[src/rtl/fifo_wr_arbiter_pkg.sv]
// fifo_arb_pkg
// Shared types and width helpers for the FIFO write-port arbiter and its
// round-robin picker. No ports; imported by rr_pick and fifo_wr_arbiter.
package fifo_arb_pkg;

  typedef enum logic {
    IDLE  = 1'b0,
    GRANT = 1'b1
  } arb_state_t;

  localparam int unsigned N_REQ_DEF = 4;
  localparam int unsigned BURST_DEF = 8;
  localparam int unsigned IDX_W_DEF = $clog2(N_REQ_DEF);
  localparam int unsigned CNT_W_DEF = $clog2(BURST_DEF) + 1;

  // Burst counter width for a given maximum burst length.
  function automatic int cnt_width(input int burst);
    return $clog2(burst) + 1;
  endfunction

  // (base + k) mod n, valid for base < n and k <= n.
  function automatic int rr_offset(input int base, input int k, input int n);
    int s;
    s = base + k;
    return (s >= n) ? s - n : s;
  endfunction

endpackage

[src/rtl/fifo_wr_arbiter_rr_pick.sv]
// rr_pick
// Combinational round-robin priority encoder. Searches upward from
// i_last+1 with wrap-around and reports the first set request bit.
// Ports:
//   i_req    [N_REQ-1:0]  request vector
//   i_last   [IDX_W-1:0]  index of the previous winner
//   o_winner [IDX_W-1:0]  chosen index (0 when o_any is low)
//   o_any                 at least one request is set
module rr_pick
  import fifo_arb_pkg::*;
#(
  parameter int N_REQ = 4,
  parameter int IDX_W = $clog2(N_REQ)
) (
  input  logic [N_REQ-1:0] i_req,
  input  logic [IDX_W-1:0] i_last,
  output logic [IDX_W-1:0] o_winner,
  output logic             o_any
);

  // Walk from the farthest candidate to the nearest so the nearest set bit
  // is the final assignment.
  always_comb begin
    o_winner = '0;
    o_any    = 1'b0;
    for (int k = N_REQ; k >= 1; k--) begin
      if (i_req[rr_offset(int'(i_last), k, N_REQ)]) begin
        o_winner = IDX_W'(rr_offset(int'(i_last), k, N_REQ));
        o_any    = 1'b1;
      end
    end
  end

endmodule

[src/rtl/fifo_wr_arbiter.sv]
// fifo_wr_arbiter
// Shares one FIFO write port among N_REQ producers with round-robin
// arbitration and a bounded burst per grant. Every grant passes through
// IDLE, giving one bubble cycle between owners.
// Ports:
//   clk, rst              clock, async active-high reset
//   req_valid/req_data    per-requester word valid and packed data
//   req_ready             per-requester accept (owner only, when not full)
//   fifo_full             FIFO full flag
//   fifo_wr_en/fifo_din   FIFO write strobe and data
//   grant/grant_id        one-hot owner / binary current-or-last owner
//   busy                  high while a grant is held
module fifo_wr_arbiter
  import fifo_arb_pkg::*;
#(
  parameter int DATA_WIDTH = 16,
  parameter int N_REQ      = 4,
  parameter int BURST      = 8
) (
  input  logic                        clk,
  input  logic                        rst,
  input  logic [N_REQ-1:0]            req_valid,
  input  logic [N_REQ*DATA_WIDTH-1:0] req_data,
  output logic [N_REQ-1:0]            req_ready,
  input  logic                        fifo_full,
  output logic                        fifo_wr_en,
  output logic [DATA_WIDTH-1:0]       fifo_din,
  output logic [N_REQ-1:0]            grant,
  output logic [$clog2(N_REQ)-1:0]    grant_id,
  output logic                        busy
);

  localparam int IDX_W = $clog2(N_REQ);
  localparam int CNT_W = cnt_width(BURST);
  localparam logic [CNT_W-1:0] LAST_BEAT = CNT_W'(BURST - 1);

  arb_state_t       r_state;
  logic [N_REQ-1:0] r_grant;
  logic [IDX_W-1:0] r_grant_id;
  logic [IDX_W-1:0] r_last_owner;
  logic             r_busy;
  logic [CNT_W-1:0] r_burst_cnt;

  logic [IDX_W-1:0] w_winner;
  logic             w_any;
  logic             w_in_grant;
  logic             w_owner_valid;
  logic             w_xfer;

  rr_pick #(
    .N_REQ (N_REQ),
    .IDX_W (IDX_W)
  ) u_rr_pick (
    .i_req    (req_valid),
    .i_last   (r_last_owner),
    .o_winner (w_winner),
    .o_any    (w_any)
  );

  assign w_in_grant    = (r_state == GRANT);
  assign w_owner_valid = req_valid[r_grant_id];
  assign w_xfer        = w_in_grant && w_owner_valid && !fifo_full;

  // Outputs are gated by state so reset forces them low asynchronously.
  assign req_ready  = (w_in_grant && !fifo_full) ? r_grant : '0;
  assign fifo_wr_en = w_xfer;
  assign fifo_din   = w_in_grant ? req_data[int'(r_grant_id)*DATA_WIDTH +: DATA_WIDTH]
                                 : '0;
  assign grant      = r_grant;
  assign grant_id   = r_grant_id;
  assign busy       = r_busy;

  always_ff @(posedge clk or posedge rst) begin
    if (rst) begin
      r_state      <= IDLE;
      r_grant      <= '0;
      r_grant_id   <= '0;
      r_last_owner <= IDX_W'(N_REQ - 1);
      r_busy       <= 1'b0;
      r_burst_cnt  <= '0;
    end else begin
      case (r_state)
        IDLE: begin
          if (w_any) begin
            r_state      <= GRANT;
            r_grant      <= N_REQ'(1) << w_winner;
            r_grant_id   <= w_winner;
            r_last_owner <= w_winner;
            r_busy       <= 1'b1;
            r_burst_cnt  <= '0;
          end
        end
        GRANT: begin
          // A gap in owner valid or the final beat of a burst both release.
          if (!w_owner_valid || (w_xfer && r_burst_cnt == LAST_BEAT)) begin
            r_state     <= IDLE;
            r_grant     <= '0;
            r_busy      <= 1'b0;
            r_burst_cnt <= '0;
          end else if (w_xfer) begin
            r_burst_cnt <= r_burst_cnt + CNT_W'(1);
          end
        end
        default: begin
          r_state <= IDLE;
          r_grant <= '0;
          r_busy  <= 1'b0;
        end
      endcase
    end
  end

endmodule

[config.mk]
export PLATFORM = sky130hd
export DESIGN_NAME = fifo_wr_arbiter
export DESIGN_NICKNAME = d
export VERILOG_FILES = /design/src/rtl/fifo_wr_arbiter_pkg.sv /design/src/rtl/fifo_wr_arbiter_rr_pick.sv /design/src/rtl/fifo_wr_arbiter.sv
export SDC_FILE = /design/constraint.sdc
export NUM_CORES = 1
export LEC_CHECK = 0
export CAP_MARGIN = 20
export CORE_UTILIZATION = 36
export DETAILED_ROUTE_END_ITERATION = 7
export PLACE_DENSITY = 0.92
export SYNTH_ARGS = -nofsm -noshare
export SYNTH_HDL_FRONTEND = slang
export SYNTH_SLANG_ARGS = --single-unit
[constraint.sdc]
create_clock -name clk -period 3.7 [get_ports clk]
set_clock_uncertainty 0.15 [all_clocks]
set_input_delay 0.74 -clock clk [delete_from_list [all_inputs] [get_ports clk]]
set_output_delay 0.74 -clock clk [all_outputs]
set_load 0.01 [all_outputs]
# ---- Yosys cells after proc, flatten, opt, wreduce, memory -nomap -nowiden
# Index checks and enable logic that the tools add are counted.
dict set report totals {
  latch_bits 0
  reg_bits 14
  memories 0
  out_inout_bits 28
  in_bits 71
  ram_bits 0
  rom_bits 0
}
dict set report classes {
  n_div 0
  mux 41
  bitwise_logic 1
  reduce_logical 10
  eq_ne 4
  n_shift 2
  mul 0
  order_cmp 9
  n_addsub 9
}
# operator n
set op_table {}
lappend op_table {{$lt 32x4->1 const B} 4}
lappend op_table {{$mux 32} 4}
lappend op_table {{$ge 32x4->1 const B} 3}
lappend op_table {{$sub 32x4->32 const B} 3}
lappend op_table {{$shiftx 64x7->16} 1}
lappend op_table {{$mux 4} 6}
lappend op_table {{$mux 1} 17}
lappend op_table {{$mux 16} 1}
lappend op_table {{$pmux 4 s2} 2}
lappend op_table {{$bmux 1 s2} 5}
lappend op_table {{$mux 2} 4}
lappend op_table {{$add 2x2->3 const B} 2}
lappend op_table {{$reduce_and 2->1} 3}
lappend op_table {{$sub 4x3->5 const B} 1}
lappend op_table {{$add 2x3->4 const B} 1}
lappend op_table {{$add 4x1->4 const B} 1}
lappend op_table {{$eq 4x3->1 const B} 1}
lappend op_table {{$ge 4x3->1 const B} 1}
lappend op_table {{$logic_and 1x1->1} 4}
lappend op_table {{$ne 2x1->1 const B} 2}
lappend op_table {{$pmux 1 s2} 2}
lappend op_table {{$shl 1x2->4 const A} 1}
lappend op_table {{$add 2x1->3 const B} 1}
lappend op_table {{$lt 2x3->1 const B} 1}
lappend op_table {{4 further kinds} 5}

# ---- Depth between registers and ports, before layout
dict set report depth {
  word_depth 13
  mapped_depth 5
  depth_no_buf 5
}

# ---- Modules after synthesis
# Synthesis repeated with hierarchy kept, for this count alone.
dict set report unflattened {
  hier_cells 134
  area_unflattened_um2 1385.1
}
# module area_each_um2 cells_each instances seq_area_each_um2
set modules_own_cells {}
lappend modules_own_cells {fifo_wr_arbiter 1293.7 120 1 352.8}
lappend modules_own_cells {rr_pick 91.3 14 1 0.0}

# ---- Worst setup path before layout
# Ideal clock, no wire load.
dict set report synth_path {
  path_kind {reg2out}
  startpoint {register r_grant_id[0], in the netlist grant_id[0]}
  endpoint {output fifo_din[10]}
  arrival_time_ns 1.551
  t_required_ns 2.810
  setup_slack_ns 1.259
  stages_incl_launch_ff 5
  cell_sequence {dfrtp_1 -> buf_6 -> buf_2 -> mux4_2 -> and2_1}
}
dict set report synth_between {
  elab_chain_len 2
}
# element line
set synth_lines {}
lappend synth_lines {{start: declaration} fifo_wr_arbiter.sv:39} ;# logic [IDX_W-1:0] r_grant_id;
lappend synth_lines {{start signal: assignment} fifo_wr_arbiter.sv:87} ;# r_grant_id <= w_winner;
lappend synth_lines {{$shiftx 64x7->16} fifo_wr_arbiter.sv:67} ;# assign fifo_din = w_in_grant ? req_data[int'(r_grant_id)*DATA_WIDTH +: DATA_WIDTH]
lappend synth_lines {{$mux 16} fifo_wr_arbiter.sv:67}
lappend synth_lines {{end: declaration} fifo_wr_arbiter.sv:27} ;# output logic [DATA_WIDTH-1:0] fifo_din,
# No other way between the ends.

# ---- Final worst setup path
dict set report layout_path {
  startpoint {input req_valid[3]}
  endpoint {output fifo_wr_en}
}
dict set report layout_between {
  elab_chain_len 4
}
# element line
set layout_lines {}
lappend layout_lines {{start: declaration} fifo_wr_arbiter.sv:22} ;# input logic [N_REQ-1:0] req_valid,
lappend layout_lines {{$bmux 1 s2} fifo_wr_arbiter.sv:61} ;# assign w_owner_valid = req_valid[r_grant_id];
lappend layout_lines {{$mux 1 (implied by the code)} fifo_wr_arbiter.sv:61}
lappend layout_lines {{$logic_and 1x1->1 (2 in series)} fifo_wr_arbiter.sv:62} ;# assign w_xfer = w_in_grant && w_owner_valid && !fifo_full;
lappend layout_lines {{end: declaration} fifo_wr_arbiter.sv:26} ;# output logic fifo_wr_en,
# No other way between the ends. The select of a mux whose other input is x is not followed.

==> metrics.md <==
| Metric | Value |
|---|---|
| Status | finished clean |
| Vias per inst | 5.15 |
| Area Overhead vs Synth | 83.5% |
| IO buf count | 98 |
| Initial Utilization | 37.6% |
| Clock transition at the registers of the reported paths | 80 ps |
| Area post-placement | 0.00227 mm² |
| CP cell instances | clkdlybuf4s50_1 -> mux4_2 -> and2_1 -> clkdlybuf4s50_1 |
| Leak Pwr | 0.905 nW |
| Storage element area | 353 µm² |
| Post-placement cell count | 250 |
| RSZ-0062 raised after global routing | false |
| Core Rows | 21 |
| Worst skew pair latency | 280 ps |
| Cell Int Power | 0.000879 W |
| TritonCTS Buffers | 3 |
| Hold-fix buffers, CTS | 0 |
| Max Fclk | 301 MHz |
| Pin count of the biggest net entering global routing | 23 |
| Drt first pass iters | 4 |
| Die Width | 61.0 µm |
| Crit-path slowest cell | mux4_2 |
| Post-Syn Nets | 182 |
| Iter 0 DRT Violations | 37 |
| CP Max Fanout | 6 |
| Routed wire length | 4.04 mm |
| Post-synth EDFFs | 0 |
| Pin slew with the least headroom to its limit | 675 ps |
| Max Buffers Root-to-Sink | 2 |
| GRT overflow | 0 |
| Max cap viols | 0 |
| Endpoints failing setup | 0 |
| Vias | 1307 |
| Final Cycle Share | 89.7% |
| Yosys cell types | 34 |
| Syn Std Cell Area | 0.00125 mm² |
| Worst Path Required | 2810 ps |
| Fin cells | 254 |
| Nets@finish | 281 |
| DP Wirelength | 3.45 mm |
| Relative slew margins | 55.0% |
| ANT cells | 0 |
| Switching Fraction | 36.5% |
| Seq pwr share | 23.9% |
| PwrDens | 601 mW/mm² |
| Max stage delay on crit path | 560 ps |
| Die ar. | 0.00372 mm² |
| Post-CTS Setup Inserts | 0 |
| Setup Crit Path Kind | in2out |
| Setup TNS | 0 ps |
| CTS root buf | clkbuf_4 |
| Multi-input combinational cell area | 857 µm² |
| Worst VDD drop | 469 µV |
| Mapped Cells | 110 |
| Final instance area | 0.00230 mm² |
| Element type at the critical path start | input pin |
| DRC viols | 0 |
| Antenna Nets Post-Route | 0 |
| Synth area leaders | mux4_2 (29%), dfrtp_1 (24%), and2_1 (11%), dfstp_2 (4.2%), a21o_1 (2.4%) |
| FF+latch count, synth | 14 |
| HP Class | reg2reg |
| Ratio of cells with drive above 1 in the final layout | 13.9% |
| Fin worst setup slack | 382 ps |
| GPL Wtd Cong | 0.768 |
| Die H | 61.0 µm |
| Vias in the first global route | 1131 |
| # resized after CTS | 0 |
| Combinational power share | 69.6% |
| Ys async rst share | 100% |
| Max-slew violation count | 0 |
| H-tree level count | 1 |
| Sequential area share after synthesis | 28.1% |
| Synthesis Warnings | 0 |
| Final Hold Fails | 0 |
| Post-synth top flop | dfrtp_1 |
| Worst EP arrival | 2430 ps |
| Final-layout fill cell count | 258 |
| Syn Area/Cell | 11.4 µm² |
| Core area | 0.00334 mm² |
| Final min period | 3320 ps |
| Top-area cell type share of the netlist area | 28.7% |
| TritonCTS clock tree | built |
| Synth area leader | mux4_2 |
| CP dominant cell by count | clkdlybuf4s50_1 |
| Drt wl/cell | 15.9 µm |
| Critical path endpoint category | output pin |
| Clk sinks | 14 |
| Gr usage total | 19.8% |
| Clock share of power | 6.6% |
| Net Sw Power | 0.000504 W |
| Antenna violations before repair | 0 |
| Pre-CTS setup slack | 383 ps |
| Ports | 99 |
| First-pass GRT wire length | 5.33 mm |
critical path, delay by kind of cell:
| family | cells | cell delay [ps] |
|---|---|---|
| muxes | 1 | 560 |
| buffers and inverters | 2 | 960 |
| and+or+nand+nor | 1 | 160 |
cells in the mapped netlist (2+ instances only):
master and number:
a21o_1 4, a21oi_1 5, a32o_1 2, and2_1 22, clkbuf_1 3, dfrtp_1 12
dfstp_2 2, inv_1 3, mux4_2 16, nand2_1 6, nor2_1 6, nor2b_1 4
o2bb2ai_1 2, or2_2 3
sequential cells by signal, summed over array words and instances, names as in the netlist:
register / count
grant: 4
grant_id: 2
busy: 1
r_burst_cnt: 4
r_state: 1
r_last_owner: 2
power groups by stage:
stage          Combinational (W)  Sequential [W]  Clock [W]
2_1_floorplan           0.000578        0.000288          0
3_3_place_gp            0.000960        0.000334          0
3_5_place_dp            0.000976        0.000336          0
4_1_cts                 0.000978        0.000333  0.0000920
5_1_grt                  0.00105        0.000345  0.0000981
6_report                0.000963        0.000330  0.0000908
placed cells by master, fill, tap and decap left out:
| cell type | count |
|---|---|
| nor2b_1 | 4 |
| and3b_1 | 1 |
| nand4_1 | 1 |
| nand2_1 | 6 |
| clkbuf_4 | 3 |
| a22o_1 | 1 |
| nand2b_4 | 1 |
| dfrtp_1 | 12 |
| a211o_1 | 1 |
| a21o_1 | 4 |
| nand2b_1 | 1 |
| xnor2_1 | 1 |
| nor2_1 | 6 |
| clkbuf_1 | 1 |
| mux4_1 | 1 |
| o2bb2ai_1 | 2 |
| mux2i_1 | 1 |
| inv_1 | 3 |
| buf_4 | 2 |
| nor4_1 | 1 |
| mux4_2 | 16 |
| a21oi_1 | 5 |
| o311ai_4 | 1 |
| nor3_1 | 1 |
| or2_2 | 3 |
| o31ai_1 | 1 |
| and2_1 | 22 |
| clkdlybuf4s50_1 | 98 |
| dfstp_2 | 2 |
| a32o_1 | 2 |
| ha_1 | 1 |
| or3_1 | 1 |
| o221a_2 | 1 |
| o21ai_0 | 1 |
cells by family (layout without fill, tap and decap cells):
group | count (synthesis) | in the layout | synth area share (%)
flops | 14 | 14 | 28.1
buf+inv | 9 | 107 | 3.49
compound gates | 19 | 19 | 12.8
xor+xnor | 1 | 1 | 0.699
mux | 18 | 18 | 31.6
simple gates | 48 | 48 | 22.3
fa+ha+maj | 1 | 1 | 0.998
per-layer routing:
| metal | wire (µm) | part of all wire (%) | track usage (%) |
|---|---|---|---|
| met1 | 1410 | 35 | 22.5 |
| met2 | 2140 | 53 | 35.6 |
| met3 | 411 | 10 | 5.25 |
| met4 | 78 | 1.9 | 7.14 |
| met5 | 0 | 0 | 0 |
layout make-up:
class / count / share of cell area [%]
repair buffers: 100 / 43.3
multi-input cells: 87 / 37.2
flip-flops and latches: 14 / 15.3
well taps: 46 / 2.50
clock buffers: 4 / 1.14
inverters: 3 / 0.489
worst paths after layout:
path,startpoint,endpoint,slack [ps],cells past startpoint
setup / recovery,req_valid[3],fifo_wr_en,380,4
hold / removal,busy$_DFFE_PP0P_,busy$_DFFE_PP0P_,350,1
setup reg to reg,grant_id[0]$_DFFE_PP0P_,r_burst_cnt[1]$_DFFE_PP0P_,1640,5
hold reg to reg,busy$_DFFE_PP0P_,busy$_DFFE_PP0P_,350,1
max in group asynchronous,rst,r_last_owner[0]$_DFFE_PP1P_,2400,2
min in group asynchronous,rst,r_burst_cnt[3]$_DFFE_PP0P_,630,2
through the flow:
step                      util, %  hold slack, ps  power [W]
after global placement       68.2             321    0.00129
after detailed placement     68.2             331    0.00131
after global routing         69.0             375    0.00150
after CTS                    69.0             353    0.00140
after floorplan                 -             341   0.000865
final                        69.0             346    0.00138
Note: power is estimated with default switching activity, not from simulation.
